==> config.mk <==
export PLATFORM = sky130hd
export DESIGN_NAME = sram_lsu
export DESIGN_NICKNAME = d
export VERILOG_FILES = /design/src/rtl/sram_lsu.sv
export SDC_FILE = /design/constraint.sdc
export NUM_CORES = 1
export LEC_CHECK = 0
export BUFFER_PORTS_ARGS = -buffer_cell sky130_fd_sc_hd__buf_2
export CAP_MARGIN = 20
export CORE_AREA = 4 4 89 91
export DETAILED_ROUTE_END_ITERATION = 6
export DIE_AREA = 0 0 93 95
export PLACE_DENSITY = 0.83
export SETUP_SLACK_MARGIN = 0.2
export SLEW_MARGIN = 40
export SYNTH_ARGS = -nofsm -noshare
export SYNTH_HDL_FRONTEND = slang
export SYNTH_SLANG_ARGS = --single-unit
==> constraint.sdc <==
create_clock -name clk -period 4.5 [get_ports clk]
set_input_delay 0.225 -clock clk [delete_from_list [all_inputs] [get_ports clk]]
set_output_delay 0.225 -clock clk [all_outputs]
set_load 0.02 [all_outputs]
==> src/rtl/sram_lsu.sv <==
// sram_lsu: single-outstanding load/store unit driving a falling-edge-write SRAM
module sram_lsu #(
  parameter int ADDR_W = 16
) (
  input  logic              clk,
  input  logic              rst,
  input  logic              req_valid,
  output logic              req_ready,
  input  logic              req_we,
  input  logic [2:0]        req_funct3,
  input  logic [31:0]       req_addr,
  input  logic [31:0]       req_wdata,
  output logic              resp_valid,
  input  logic              resp_ready,
  output logic [31:0]       resp_rdata,
  output logic              resp_fault,
  output logic [3:0]        mem_w_en,
  output logic [ADDR_W-1:0] mem_address,
  output logic [31:0]       mem_write_data,
  input  logic [31:0]       mem_read_data
);
  typedef enum logic [1:0] {IDLE, ACCESS, RESP} state_t;
  state_t            state, state_nxt;
  logic              we_q;
  logic [2:0]        f3_q;
  logic [ADDR_W-1:0] addr_q;
  logic [31:0]       wdata_q;
  logic              fault;
  logic              accept;
  logic [31:0]       load_data;
  assign accept = state == IDLE && req_valid;
  assign fault = (req_we ? req_funct3 > 3'd2 : !(req_funct3 inside {3'b000, 3'b001, 3'b010, 3'b100, 3'b101}))
              || (req_funct3[1:0] == 2'd1 && req_addr[0])
              || (req_funct3[1:0] == 2'd2 && req_addr[1:0] != 2'd0)
              || (req_addr >> ADDR_W) != 32'd0;
  assign mem_address    = addr_q;
  assign mem_write_data = wdata_q;
  // next state, handshakes and byte enables; reset gates enables so no write lands in the reset cycle
  always_comb begin
    state_nxt  = state;
    req_ready  = state == IDLE;
    resp_valid = state == RESP;
    mem_w_en   = 4'b0000;
    if (accept) state_nxt = fault ? RESP : ACCESS;
    else if (state == ACCESS) state_nxt = RESP;
    else if (state == RESP && resp_ready) state_nxt = IDLE;
    if (!rst && state == ACCESS && we_q)
      mem_w_en = f3_q[1:0] == 2'd0 ? 4'b0001 : f3_q[1:0] == 2'd1 ? 4'b0011 : 4'b1111;
  end
  // width and sign extension of the SRAM read word
  always_comb begin
    load_data = f3_q == 3'b000 ? {{24{mem_read_data[7]}}, mem_read_data[7:0]}
              : f3_q == 3'b001 ? {{16{mem_read_data[15]}}, mem_read_data[15:0]}
              : f3_q == 3'b100 ? {24'd0, mem_read_data[7:0]}
              : f3_q == 3'b101 ? {16'd0, mem_read_data[15:0]}
              : mem_read_data;
  end
  // state, latched request and registered response
  always_ff @(posedge clk) begin
    if (rst) begin
      state      <= IDLE;
      we_q       <= 1'b0;
      f3_q       <= 3'd0;
      addr_q     <= '0;
      wdata_q    <= 32'd0;
      resp_rdata <= 32'd0;
      resp_fault <= 1'b0;
    end else begin
      state <= state_nxt;
      if (accept) begin
        we_q       <= req_we;
        f3_q       <= req_funct3;
        addr_q     <= req_addr[ADDR_W-1:0];
        wdata_q    <= req_wdata;
        resp_rdata <= 32'd0;
        resp_fault <= fault;
      end
      if (state == ACCESS) resp_rdata <= we_q ? 32'd0 : load_data;
    end
  end
endmodule

==> results of run 1 <==
## Yosys cell counts (all sizes together)
cell type / n / area, um2
nor2: 27 / 101.4
nand2: 123 / 461.7
o21a: 1 / 7.510
inv: 2 / 7.510
nor3b: 2 / 20.02
a22o: 16 / 140.1
nand4: 2 / 18.77
buf: 11 / 62.56
dfxtp: 87 / 1742
nor4b: 1 / 8.760
nor2b: 7 / 43.79
nand3: 1 / 5.000
clkbuf: 21 / 78.83
and2: 1 / 6.260
o21bai: 1 / 11.26
nor3: 3 / 15.01
o21ai: 17 / 85.08
o32a: 1 / 10.01
a21oi: 54 / 270.3
a22oi: 8 / 60.06
nor4: 4 / 25.02
a31oi: 10 / 62.56
or3: 1 / 6.260
## metal layers
metal | up-vias | share of wire | global-route usage | wire, um
met3 | 14 | 0.064 | 0.04223 | 597
li1 | 1686 | - | - | -
met5 | - | 0 | 0 | 0
met1 | 1534 | 0.40 | 0.2473 | 3760
met2 | 122 | 0.52 | 0.3695 | 4799
met4 | 0 | 0.017 | 0.08303 | 158
## cell type report
| type | count | area (um2) |
|---|---|---|
| repair buffers | 193 | 973.4 |
| clock buffers | 11 | 151.4 |
| flip-flops and latches | 87 | 1742 |
| multi-input cells | 280 | 1384 |
| clock inverters | 4 | 77.57 |
| fillers | 684 | 2678 |
| well taps | 99 | 123.9 |
| inverters | 2 | 7.507 |
## critical path, delay by kind of cell (launching register included)
kind,cells,cell delay [ns]
DFF,1,0.51
buffers and inverters,2,0.28
and+or+nand+nor,2,0.75
## metrics by stage
step / area, um2 / worst slack, ns
4_1_cts: 4459 / 2.422
3_3_place_gp: 4212 / 1.949
3_5_place_dp: 4230 / 2.508
2_1_floorplan: 3249 / 2.384
6_report: 4459 / 2.398
5_1_grt: 4459 / 2.219
## cell usage in the layout, fill, tap and decap left out
cell type  instances
a31oi_2            1
a22oi_1            8
inv_6              1
nor2_1            27
nor3b_2            1
bufinv_16          2
clkbuf_8          11
o21a_1             1
buf_2            190
nand4_1            1
dfxtp_1           87
inv_1              2
a31oi_1            9
nor2b_1            4
nand2_1          123
or3_1              1
nand4_2            1
o21bai_2           1
a21oi_1           54
buf_4              3
clkinv_4           1
nor4_1             4
o21ai_0           15
o21ai_1            2
nor2b_2            3
nor3_1             3
a22o_1            16
nor4b_1            1
and2_1             1
o32a_1             1
nand3_1            1
nor3b_4            1
## kinds of logic (layout without fill, tap and decap cells)
| group | Yosys count | after routing | share of synthesized area |
|---|---|---|---|
| AND/OR/NAND/NOR | 172 | 172 | 0.2191 |
| AO/OA/AOI/OAI | 108 | 108 | 0.1991 |
| flip-flops | 87 | 87 | 0.5360 |
| buffers and inverters | 34 | 210 | 0.04582 |
## registers in the layout, summed over array words and instances (netlist names)
| register | cells |
|---|---|
| resp_rdata | 32 |
| mem_address | 16 |
| we_q | 1 |
| mem_write_data | 32 |
| resp_fault | 1 |
| f3_q | 3 |
| state | 2 |
## report_power, final
group	leakage, nW	internal (mW)	switching [mW]
Clock	0.116	0.343	0.268
Combinational	1.30	0.0833	0.137
Sequential	0.709	0.799	0.0164
## worst max-delay path by stage
stage | endpoint | slack (ns) | cells past startpoint
floorplan | mem_w_en[3] | 2.38 | 5
global placement | resp_rdata[29] | 1.95 | 3
detailed placement | resp_rdata[29] | 2.51 | 3
CTS | mem_w_en[1] | 2.42 | 4
global route | mem_w_en[1] | 2.22 | 4
finish | mem_w_en[1] | 2.40 | 4
==> metrics.yaml, run 1 <==
syn_area_per_cell_um2: 8.103
final.period_utilization: 0.4670
drc: 0
ant_nets: 0
tritoncts: "yes"
hold_violations: 0
cts_buffers: 9
power_mw: 1.646
r2r-end: "resp_rdata[29]"
slew_headroom: 0.5548
fin_util: 0.6248
power_density_mw_per_mm2: 369.2
maxCapViolCount: 0
ys_ff_latch: 87
dr.pass1.iters: 4
synth_warnings: 0
timing.fmax_mhz: 475.8
reg2reg_from: "state[0]"
cts_resized: 0
reg2reg_depth: 3
crit_type: "reg -> out"
setup_tns_ns: 0
clk_pin_slew_worst_paths_ns: 0.09
min_from: "req_wdata[10]"
slowest_delay_ns: 0.54
grt_pass1_wl_um: 14880
yosysUniqueCellTypes: 27
postCtsSetupRepairBufs: 0
setup_violations: 0
totalWireLength_um: 9316
seq_area_frac_synth: 0.5360
die_h_um: 95
diodes: 0
antenna_found_initial: 0
rows: 31
netlist_area_mm2: 0.003249
drt_iter0_drc: 122
core_mm2: 0.007137
crit_path_max_fanout: 8
critPathLaunchType: "register"
nets: 677
syn_to_final_growth_pct: 37.24
clockBufferDepth: 2
wl_per_cell_um: 13.78
initial_core_util: 0.4553
whs_path_depth: 3
slowest_stage: "nor4b_1"
reg2reg_setup_slack_ns: 2.47
ios: 191
tightest_slew_ns: 0.6673
ctsHtreeMaxLevel: 3
drive_gt1_frac: 0.3744
p_leak_nw: 2.126
cp-end-kind: "primary output"
hp-class: "in -> reg"
vias: 3356
synthCells: 401
holdWs_ns: 0.1128
die_area_mm2: 0.008835
path_cells: "inv_1 > nor4b_1 > nor2b_1 > buf_2"
status: "complete, no violations"
grt_max_degree: 55
final_cells: 676
dpl.cell_count: 661
via_per_inst: 4.964
worst_ep_arrival_time_ns: 1.88
root_buffer: "clkbuf_8"
dp_hpwl_um: 6919
grt.total_usage: 0.2086
io_buffers: 190
syn-num-nets: 505
hold_buffers: 0
gr-total-overflow: 0
rsz0062_at_grt: "false"
grt_pass1_vias: 3195
ir_worst_vdd_mv: 0.1788
period_needed_ns: 2.102
worstSetupStartpoint: "state[0]"
gp_congestion: 0.8051
clock_skew_ns: 0.009502
hold_end: "mem_write_data[10]"
required_ns: 4.28
die_w_um: 93
cts_sinks: 87
drv_slew: 0
clk_latency_ns: 0.34
Power figures use the tool's default switching activity.
==> run 2, diff against run 1 <==
--- a/config.mk
+++ b/config.mk
@@ -5,12 +5,13 @@
 export SDC_FILE = /design/constraint.sdc
 export NUM_CORES = 1
 export LEC_CHECK = 0
+export ABC_AREA = 1
 export BUFFER_PORTS_ARGS = -buffer_cell sky130_fd_sc_hd__buf_2
 export CAP_MARGIN = 20
-export CORE_AREA = 4 4 89 91
+export CORE_AREA = 4 4 95 97
 export DETAILED_ROUTE_END_ITERATION = 6
-export DIE_AREA = 0 0 93 95
-export PLACE_DENSITY = 0.83
+export DIE_AREA = 0 0 99 101
+export PLACE_DENSITY = 0.79
 export SETUP_SLACK_MARGIN = 0.2
 export SLEW_MARGIN = 40
 export SYNTH_ARGS = -nofsm -noshare
==> constraint.sdc (replaced) <==
create_clock -name clk -period 2 [get_ports clk]
set_input_delay 0.1 -clock clk [delete_from_list [all_inputs] [get_ports clk]]
set_output_delay 0.1 -clock clk [all_outputs]
set_load 0.02 [all_outputs]
==> run 2 against run 1 <==
Clock power up 90%. Die area up 13%. Highest routed layer is now met5. Non-clock buffer count up 34. Sequential cell count unchanged.
==> metrics.yaml, run 2 <==
status: "complete, no violations"
synthTopCellsByArea: "dfxtp_1 (48%), nand2_1 (13%), nor2_1 (12%), o21ai_0 (7.4%), inv_1 (5.0%)"
p_leak_nw: 2.722  # +28%
period_needed_ns: 1.635
gr-total-overflow: 0  # unchanged
wl_per_cell_um: 12.59  # -8.7%
timing.fmax_mhz: 611.4
slew_headroom: 0.6553  # +0.1005
grt_max_degree: 55  # unchanged
dp_hpwl_um: 7537  # +8.9%
drt_iter0_drc: 200  # +64%
die_h_um: 101  # +6.3%
power_density_mw_per_mm2: 741.6  # +100%
hold_violations: 0  # unchanged
setup_violations: 0  # unchanged
synth_ff_type: "dfxtp_1"
syn-num-nets: 625  # +24%
grt.total_usage: 0.2108  # +0.002253
slowest_stage: "dfxtp_1"
drive_gt1_frac: 0.3034  # -0.07095
yosysTopAreaCell: "dfxtp_1"
dr_wl_met2_um: 5020  # +4.6%
synth_commonest_cells: "nand2_1 (122), nor2_1 (112), dfxtp_1 (87)"
gp_congestion: 0.8446  # +4.9%
ys_ff_latch: 87  # unchanged
cts_buffers: 9  # unchanged
seq_area_frac_synth: 0.4833  # -0.05267
ff_latch_area_mm2: 0.001742  # unchanged
cp-end-kind: "primary output"
postCtsSetupRepairBufs: 0  # unchanged
crit_type: "reg -> out"
tritoncts: "yes"
via_per_inst: 4.773  # -3.9%
required_ns: 1.90  # -2.38 ns
nets: 835  # +23%
drc: 0  # unchanged
wl_met1_um: 4349  # +16%
final.period_utilization: 0.8177
hp-class: "in -> reg"
vias: 4014  # +20%
yosysUniqueCellTypes: 24  # -11%
slowest_delay_ns: 0.34  # -0.20 ns
crit_path_max_fanout: 4  # -4
final_common_cell: "buf_2"
die_area_mm2: 0.009999  # +13%
reg2reg_depth: 6  # +3
totalWireLength_um: 10580  # +14%
ios: 191  # unchanged
clockBufferDepth: 2  # unchanged
yosys.cell_count.top_type: "nand2_1"
dr_wl_met3_um: 1045  # +75%
clk_pin_slew_worst_paths_ns: 0.08  # about the same
setup_tns_ns: 0  # unchanged
fin_util: 0.6254  # about the same
root_buffer: "clkbuf_8"
final_cells: 841  # +24%
die_w_um: 99  # +6.5%
dpl.cell_count: 795  # +20%
maxCapViolCount: 0  # unchanged
multi_input_area_mm2: 0.001533  # +11%
cts_sinks: 87  # unchanged
top_layer_used: "met5"
synth_warnings: 0  # unchanged
syn_to_final_growth_pct: 41.18
antenna_found_initial: 2  # +2
synth_top_area_frac: 0.4833  # -0.05267
grt_pass1_vias: 3820  # +20%
ant_nets: 0  # unchanged
synthCells: 521  # +30%
clock_skew_ns: 0.01037  # +0.0008717 ns
io_buffers: 190  # unchanged
ir_worst_vdd_mv: 0.5088  # +180%
worst_ep_arrival_time_ns: 1.54  # -0.34 ns
critPathLaunchType: "register"
fillers: 734  # +7.3%
rsz0062_at_grt: "false"
grt_pass1_wl_um: 17220  # +16%
dr.pass1.iters: 4  # unchanged
final_cell_mix: "buf_2 (190), nand2_1 (121), nor2_1 (112), dfxtp_1 (87), o21ai_0 (53)"
tightest_slew_ns: 0.5151  # -0.1522 ns
rows: 33  # +6.5%
core_mm2: 0.008134  # +14%
drv_slew: 0  # unchanged
initial_core_util: 0.4430  # -0.01229
synthArstFlopShare: 0  # unchanged
syn_area_per_cell_um2: 6.916  # -15%
clk_latency_ns: 0.34  # about the same
netlist_area_mm2: 0.003603  # +11%
path_cells: "inv_1 > nand2_1 > nor3_2 > inv_1 > nor2_1 > buf_2"
ctsHtreeMaxLevel: 3  # unchanged
synth-edff-count: 0  # unchanged
whs_path_depth: 3  # unchanged
path_common_cell: "inv_1"
-- run 2: cell types whose count changed after synthesis, sizes merged, moves of 4 or more --
cell | previous run | this run
nor2 | 27 | 112
a31oi | 10 | 0
o21ai | 17 | 56
nor2b | 7 | 0
nor4 | 4 | 0
clkbuf | 21 | 14
a22oi | 8 | 0
a22o | 16 | 0
inv | 2 | 49
nand3 | 1 | 30
a21oi | 54 | 28
-- run 2: worst max-delay path, delay by kind of cell, from the launching register on --
family	cells	cell delay (ns)
flip-flops	1	0.34
AND/OR/NAND/NOR	3	0.44
buffers and inverters	3	0.42
-- run 2: path summary, 6_finish.rpt --
kind	startpoint	end	slack [ns]
setup / recovery	state[1]	mem_w_en[2]	0.36
hold / removal	req_wdata[28]	mem_write_data[28]	0.02
setup reg to reg	f3_q[0]	resp_rdata[18]	0.38
hold reg to reg	resp_rdata[27]	resp_rdata[27]	0.47
-- run 2: cell families (layout without fill, tap and decap cells) --
logic type	Yosys count	after routing	synth area share
simple gates	271	271	0.3014
flops	87	87	0.4833
compound gates	84	84	0.1219
buf+inv	79	293	0.09340
other cells	0	1	0
-- run 2: cell type report --
cell class	count	share of cell area
Antenna cell	1	0.0004919
Clock inverter	4	0.009346
Clock buffer	11	0.02582
Multi-Input combinational cell	355	0.3013
Timing Repair Buffer	227	0.2563
Sequential cell	87	0.3424
Tap cell	105	0.02582
Inverter	51	0.03861
-- run 2: per-stage QoR --
stage / area, um2 / hold slack [ns] / total power, mW / worst slack [ns]
global placement: 4598 / 0.3489 / 2.589 / 0.5230
global route: 5085 / 0.005313 / 3.991 / 0.2087
CTS: 5077 / 0.001587 / 3.817 / 0.3014
finish: 5087 / 0.01768 / 3.773 / 0.3645
floorplan: 3603 / 0.2445 / 2.348 / 0.2223
detailed placement: 4598 / 0.3562 / 2.609 / 0.4059
-- run 2: per-layer routing --
layer  track usage  vias to the layer above
li1              -                     2037
met1        0.2437                     1787
met3       0.08304                       17
met4       0.05777                        4
met5             0                        -
met2        0.3631                      169
-- run 2: power by group --
| part | internal (mW) | switching, mW |
|---|---|---|
| logic | 0.289 | 0.452 |
| clock network | 0.568 | 0.588 |
| registers | 1.83 | 0.0474 |
-- run 2: what timing repair did --
action | in CTS | in global routing
gates resized for setup | 0 | 2
setup endpoints to repair | 0 | 8
hold endpoints to repair | 30 | 0
hold buffers | 30 | 0
